--- src/rtl/uart_tx_queue_pkg.sv ---
// Shared constants and types for the UART transmit byte queue.
// Default geometry matches the IO map's UART TX queue; queue_op_e names per-cycle pointer activity.
package uart_tx_queue_pkg;

    localparam int unsigned UART_TXQ_DEPTH = 8;
    localparam int unsigned UART_TXQ_WIDTH = 8;

    // Encoded as {push, pop} so the two handshake bits cast straight into it
    typedef enum logic [1:0] {
        OP_IDLE = 2'b00,
        OP_POP  = 2'b01,
        OP_PUSH = 2'b10,
        OP_BOTH = 2'b11
    } queue_op_e;

endpackage

--- src/rtl/uart_tx_queue_fifo_ptr.sv ---
// Wrapping FIFO pointer with increment enable and synchronous clear.
// DEPTH is a power of two, so natural binary rollover is the modulo wrap.
module uart_tx_queue_fifo_ptr #(
    parameter int unsigned DEPTH = 8
) (
    input  logic                     clk,
    input  logic                     rst,
    input  logic                     clr,
    input  logic                     inc,
    output logic [$clog2(DEPTH)-1:0] ptr
);

    localparam int unsigned PTR_W = $clog2(DEPTH);

    always_ff @(posedge clk) begin
        if (rst || clr) begin
            ptr <= '0;
        end else if (inc) begin
            ptr <= ptr + PTR_W'(1);
        end
    end

endmodule

--- src/rtl/uart_tx_queue.sv ---
// Byte FIFO between the CPU IO decoder and the UART transmitter handshake.
// Status outputs (count/empty/wr_ready/out_valid/out_data) decode directly from registered state.
module uart_tx_queue
    import uart_tx_queue_pkg::*;
#(
    parameter int unsigned DEPTH = UART_TXQ_DEPTH,
    parameter int unsigned WIDTH = UART_TXQ_WIDTH
) (
    input  logic                   clk,
    input  logic                   cpu_rst,
    input  logic                   wr_en,
    input  logic [WIDTH-1:0]       wr_data,
    output logic                   wr_ready,
    input  logic                   flush,
    input  logic                   clr_ovf,
    output logic                   overflow,
    output logic [$clog2(DEPTH):0] count,
    output logic                   empty,
    output logic [WIDTH-1:0]       out_data,
    output logic                   out_valid,
    input  logic                   out_ready
);

    localparam int unsigned ADDR_W = $clog2(DEPTH);
    localparam int unsigned CNT_W  = ADDR_W + 1;

    logic [WIDTH-1:0]  mem [DEPTH];
    logic [ADDR_W-1:0] rd_ptr;
    logic [ADDR_W-1:0] wr_ptr;
    logic [CNT_W-1:0]  cnt;
    logic              ovf;
    logic              full;
    logic              push;
    logic              pop;
    queue_op_e         op;

    assign full  = (cnt == CNT_W'(DEPTH));
    assign empty = (cnt == '0);

    // Flush wins over both handshakes; a pop in a flush cycle is still an accepted handshake at the UART
    assign push = wr_en && !full && !flush;
    assign pop  = !empty && out_ready && !flush;
    assign op   = queue_op_e'({push, pop});

    uart_tx_queue_fifo_ptr #(.DEPTH(DEPTH)) u_rd_ptr (
        .clk (clk),
        .rst (cpu_rst),
        .clr (flush),
        .inc (pop),
        .ptr (rd_ptr)
    );

    uart_tx_queue_fifo_ptr #(.DEPTH(DEPTH)) u_wr_ptr (
        .clk (clk),
        .rst (cpu_rst),
        .clr (flush),
        .inc (push),
        .ptr (wr_ptr)
    );

    // Storage is deliberately left unreset; out_data masks it while empty
    always_ff @(posedge clk) begin
        if (push) begin
            mem[wr_ptr] <= wr_data;
        end
    end

    always_ff @(posedge clk) begin
        if (cpu_rst || flush) begin
            cnt <= '0;
        end else begin
            case (op)
                OP_PUSH: cnt <= cnt + CNT_W'(1);
                OP_POP:  cnt <= cnt - CNT_W'(1);
                default: cnt <= cnt;
            endcase
        end
    end

    // Sticky drop flag: a set beats a same-cycle clear, and flush leaves it alone
    always_ff @(posedge clk) begin
        if (cpu_rst) begin
            ovf <= 1'b0;
        end else if (wr_en && full) begin
            ovf <= 1'b1;
        end else if (clr_ovf) begin
            ovf <= 1'b0;
        end
    end

    assign count     = cnt;
    assign overflow  = ovf;
    assign wr_ready  = !full;
    assign out_valid = !empty;
    assign out_data  = empty ? '0 : mem[rd_ptr];

endmodule

--- config.mk ---
export PLATFORM = sky130hd
export DESIGN_NAME = uart_tx_queue
export DESIGN_NICKNAME = d
export VERILOG_FILES = /design/src/rtl/uart_tx_queue_pkg.sv /design/src/rtl/uart_tx_queue_fifo_ptr.sv /design/src/rtl/uart_tx_queue.sv
export SDC_FILE = /design/constraint.sdc
export NUM_CORES = 1
export LEC_CHECK = 0
export CORE_ASPECT_RATIO = 0.8
export CORE_MARGIN = 10
export CORE_UTILIZATION = 26
export CTS_BUF_LIST = sky130_fd_sc_hd__clkbuf_16
export DETAILED_ROUTE_END_ITERATION = 16
export PLACE_DENSITY_LB_ADDON = 0.1
export RECOVER_POWER = 50
export SLEW_MARGIN = 0
export SYNTH_ARGS = -nofsm -noshare
export SYNTH_HDL_FRONTEND = slang
export SYNTH_SLANG_ARGS = --single-unit
export TNS_END_PERCENT = 100
--- constraint.sdc ---
create_clock -name clk -period 3 [get_ports clk]
set_input_delay 0.6 -clock clk [delete_from_list [all_inputs] [get_ports clk]]
set_output_delay 0.6 -clock clk [all_outputs]
set_load 0.02 [all_outputs]
==> impl_metrics.toml <==
[logic_synthesis]
yosysUniqueCellTypes = 33
async_flop_share_pct = 0
netlist.area_leader.share_pct = 60.4
synth-edff-count = 64
syn_area_um2 = 3180
syn_nets = 205
ys.warnings.count = 0
ys_top_cells_by_area = "edfxtp_1 60%, mux4_2 11%, dfxtp_1 8.8%"
ys_seq_area_share_pct = 69.2
yosys_most_used_dff = "edfxtp_1"
syn_area_per_cell_um2 = 17.1
yosys-top-cells-count = "64 x edfxtp_1, 24 x nor2_1, 16 x mux4_2, 14 x dfxtp_1, 9 x mux2i_1"
synthCells = 186
yosysMostFrequentCell = "edfxtp_1"
yosysTopAreaCell = "edfxtp_1"
ys_ff_latch = 78

[setup_path]
worstReg2RegStart = "count[0]$_SDFFE_PP0P_"
path_max_fanout = 8
critical_path_required_ps = 2400
crit_type = "reg -> out"
cp_data_arrival_time_ps = 2170
end_kind = "output port"
critical_path.startpoint = "count[0]$_SDFFE_PP0P_"
cp-start-kind = "flip-flop"

[pwr]
p_total_uw = 2420
p_leak_uw = 0.00129
ir_worst_vdd_mv = 0.318
pwr_density_cell_nw_per_um2 = 603

[sta]
relSlewSlack_pct = 53.3
rsz0062_at_grt = "no"
tightest_slew_ps = 700
fmax_mhz = 361
drv_slew = 0
hold_viol = 0
period_share_pct = 92.2
hold_ws_ps = 490
finalSetupTns_ps = 0
min_period_ps = 2770
setup_viol = 0
finClkSkew_ps = 5.60

[finish]
fillCellCount = 1182
post-route-util_pct = 33.3
area_growth_syn_to_layout_pct = 26.4
num-nets-final = 252
multiInputGateArea_um2 = 896
diodes = 0
fin_cells = 390
drive_gt1_share_pct = 20.6
regArea_um2 = 2200

[route]
dr.pass1.iters = 4
vias_per_cell = 4.36
ant_nets = 0
drcViolationCount = 0
dr.first_iter.drc_count = 105
vias = 1699
wl_per_cell_um = 17.4
routed_wl_um = 6800

[clock_network]
cts-root-buf = "clkbuf_16"
cts_buffers = 9
path_clk_slew_ps = 60
tritoncts = "done"
clkSinkCount = 78
clk_latency_ps = 330
cts_buffer_depth = 2
cts.htree.levels = 3

[floorplan]
initial_core_util_pct = 26.3
row_count = 36
num_io_pins = 30
die-area_um2 = 17100
die_w_um = 144
core_area_um2 = 12100
dieHeight_um = 119

[hold_path]
hold_class = "reg -> reg"
hold_start = "u_rd_ptr.ptr[1]$_SDFFE_PP0P_"

[grt]
grt_overflow = 0
antenna_found_initial = 0
grt_pass1_wl_um = 11000
grtUsageTotal_pct = 8.64
grt_max_degree = 17
grt_pass1_vias = 1857

[run_status]
status = "completed"

[placed_design]
dp_cells = 374
place.port_buffers = 29
hpwl_um = 4400
gp_congestion = 0.660

[job]
cap_violations = 0
[layout make-up]
cell class	count	share of cell area (%)
repair buffers	44	10.0
flip-flops and latches	78	54.8
clock inverters	7	2.21
inverters	4	0.373
well taps	152	4.73
clock buffers	9	5.60
multi-input cells	96	22.3
[stage by stage]
step | worst slack, ps | cell area [um^2]
floorplan | 480 | 3180
global placement | 166 | 3730
detailed placement | 156 | 3730
CTS | 75.6 | 4040
global route | 113 | 4020
finish | 233 | 4020
[layer usage]
metal	share of wire [%]	vias to the layer above	GRT usage (%)	routed length (um)
li1	-	805	-	-
met1	49	845	11.5	3310
met2	44	42	12.6	3010
met3	5.8	7	3.30	391
met4	1.3	0	2.87	86
met5	0	-	0	0
[sequential cells by signal, indices dropped and copies added (netlist names), named ones only]
name and flops:
mem 64, u_wr_ptr.ptr 3, count 4, overflow 1, u_rd_ptr.ptr 3
[cells by family (layout without fill, tap and decap cells)]
group                    count (synthesis)  count (layout)  synth area share [%]
buffers and inverters                   12              64                  2.32
multiplexers                            25              25                  14.2
adder cells (fa/ha/maj)                  5               5                  1.97
AND/OR/NAND/NOR                         49              49                  8.26
AO/OA/AOI/OAI                           10              10                  1.89
XOR/XNOR                                 7               7                  2.16
flip-flops                              78              78                  69.2
[worst paths after layout]
kind | cells after the start | slack (ps) | endpoint
max | 4 | 230 | empty
max reg2reg | 10 | 350 | count[2]$_SDFFE_PP0P_
min | 2 | 490 | u_rd_ptr.ptr[1]$_SDFFE_PP0P_
min reg2reg | 2 | 490 | u_rd_ptr.ptr[1]$_SDFFE_PP0P_
[cell usage in the layout, fill, tap and decap left out, types with 4 or more instances in the layout]
cell,count
a21oi_1,5
buf_4,11
clkbuf_16,9
clkdlybuf4s50_1,19
dfxtp_1,14
dlygate4sd3_1,10
edfxtp_1,64
ha_1,5
mux2i_1,9
mux4_2,16
nand2_1,4
nand2b_1,4
nand3_1,4
nor2_1,24
xor2_1,6
[report_power, final]
group | internal, uW | leakage [uW] | total [uW] | switching (uW)
Clock | 722 | 0.000150 | 1140 | 414
Combinational | 49.2 | 0.000452 | 103 | 53.9
Sequential | 1180 | 0.000691 | 1190 | 5.49
[worst max-delay path, stage by stage (launching register included)]
cell and delay (ps):
dfxtp_1 390, or4_4 580, clkinv_1 120, buf_4 140, clkdlybuf4s50_1 600
[repair_timing]
item | 4_1_cts | 5_1_grt
setup endpoints to repair | 0 | 5
hold buffers | 0 | 0
resized for setup | 0 | 1
setup buffers | 0 | 0
Power figures use the tool's default switching activity.
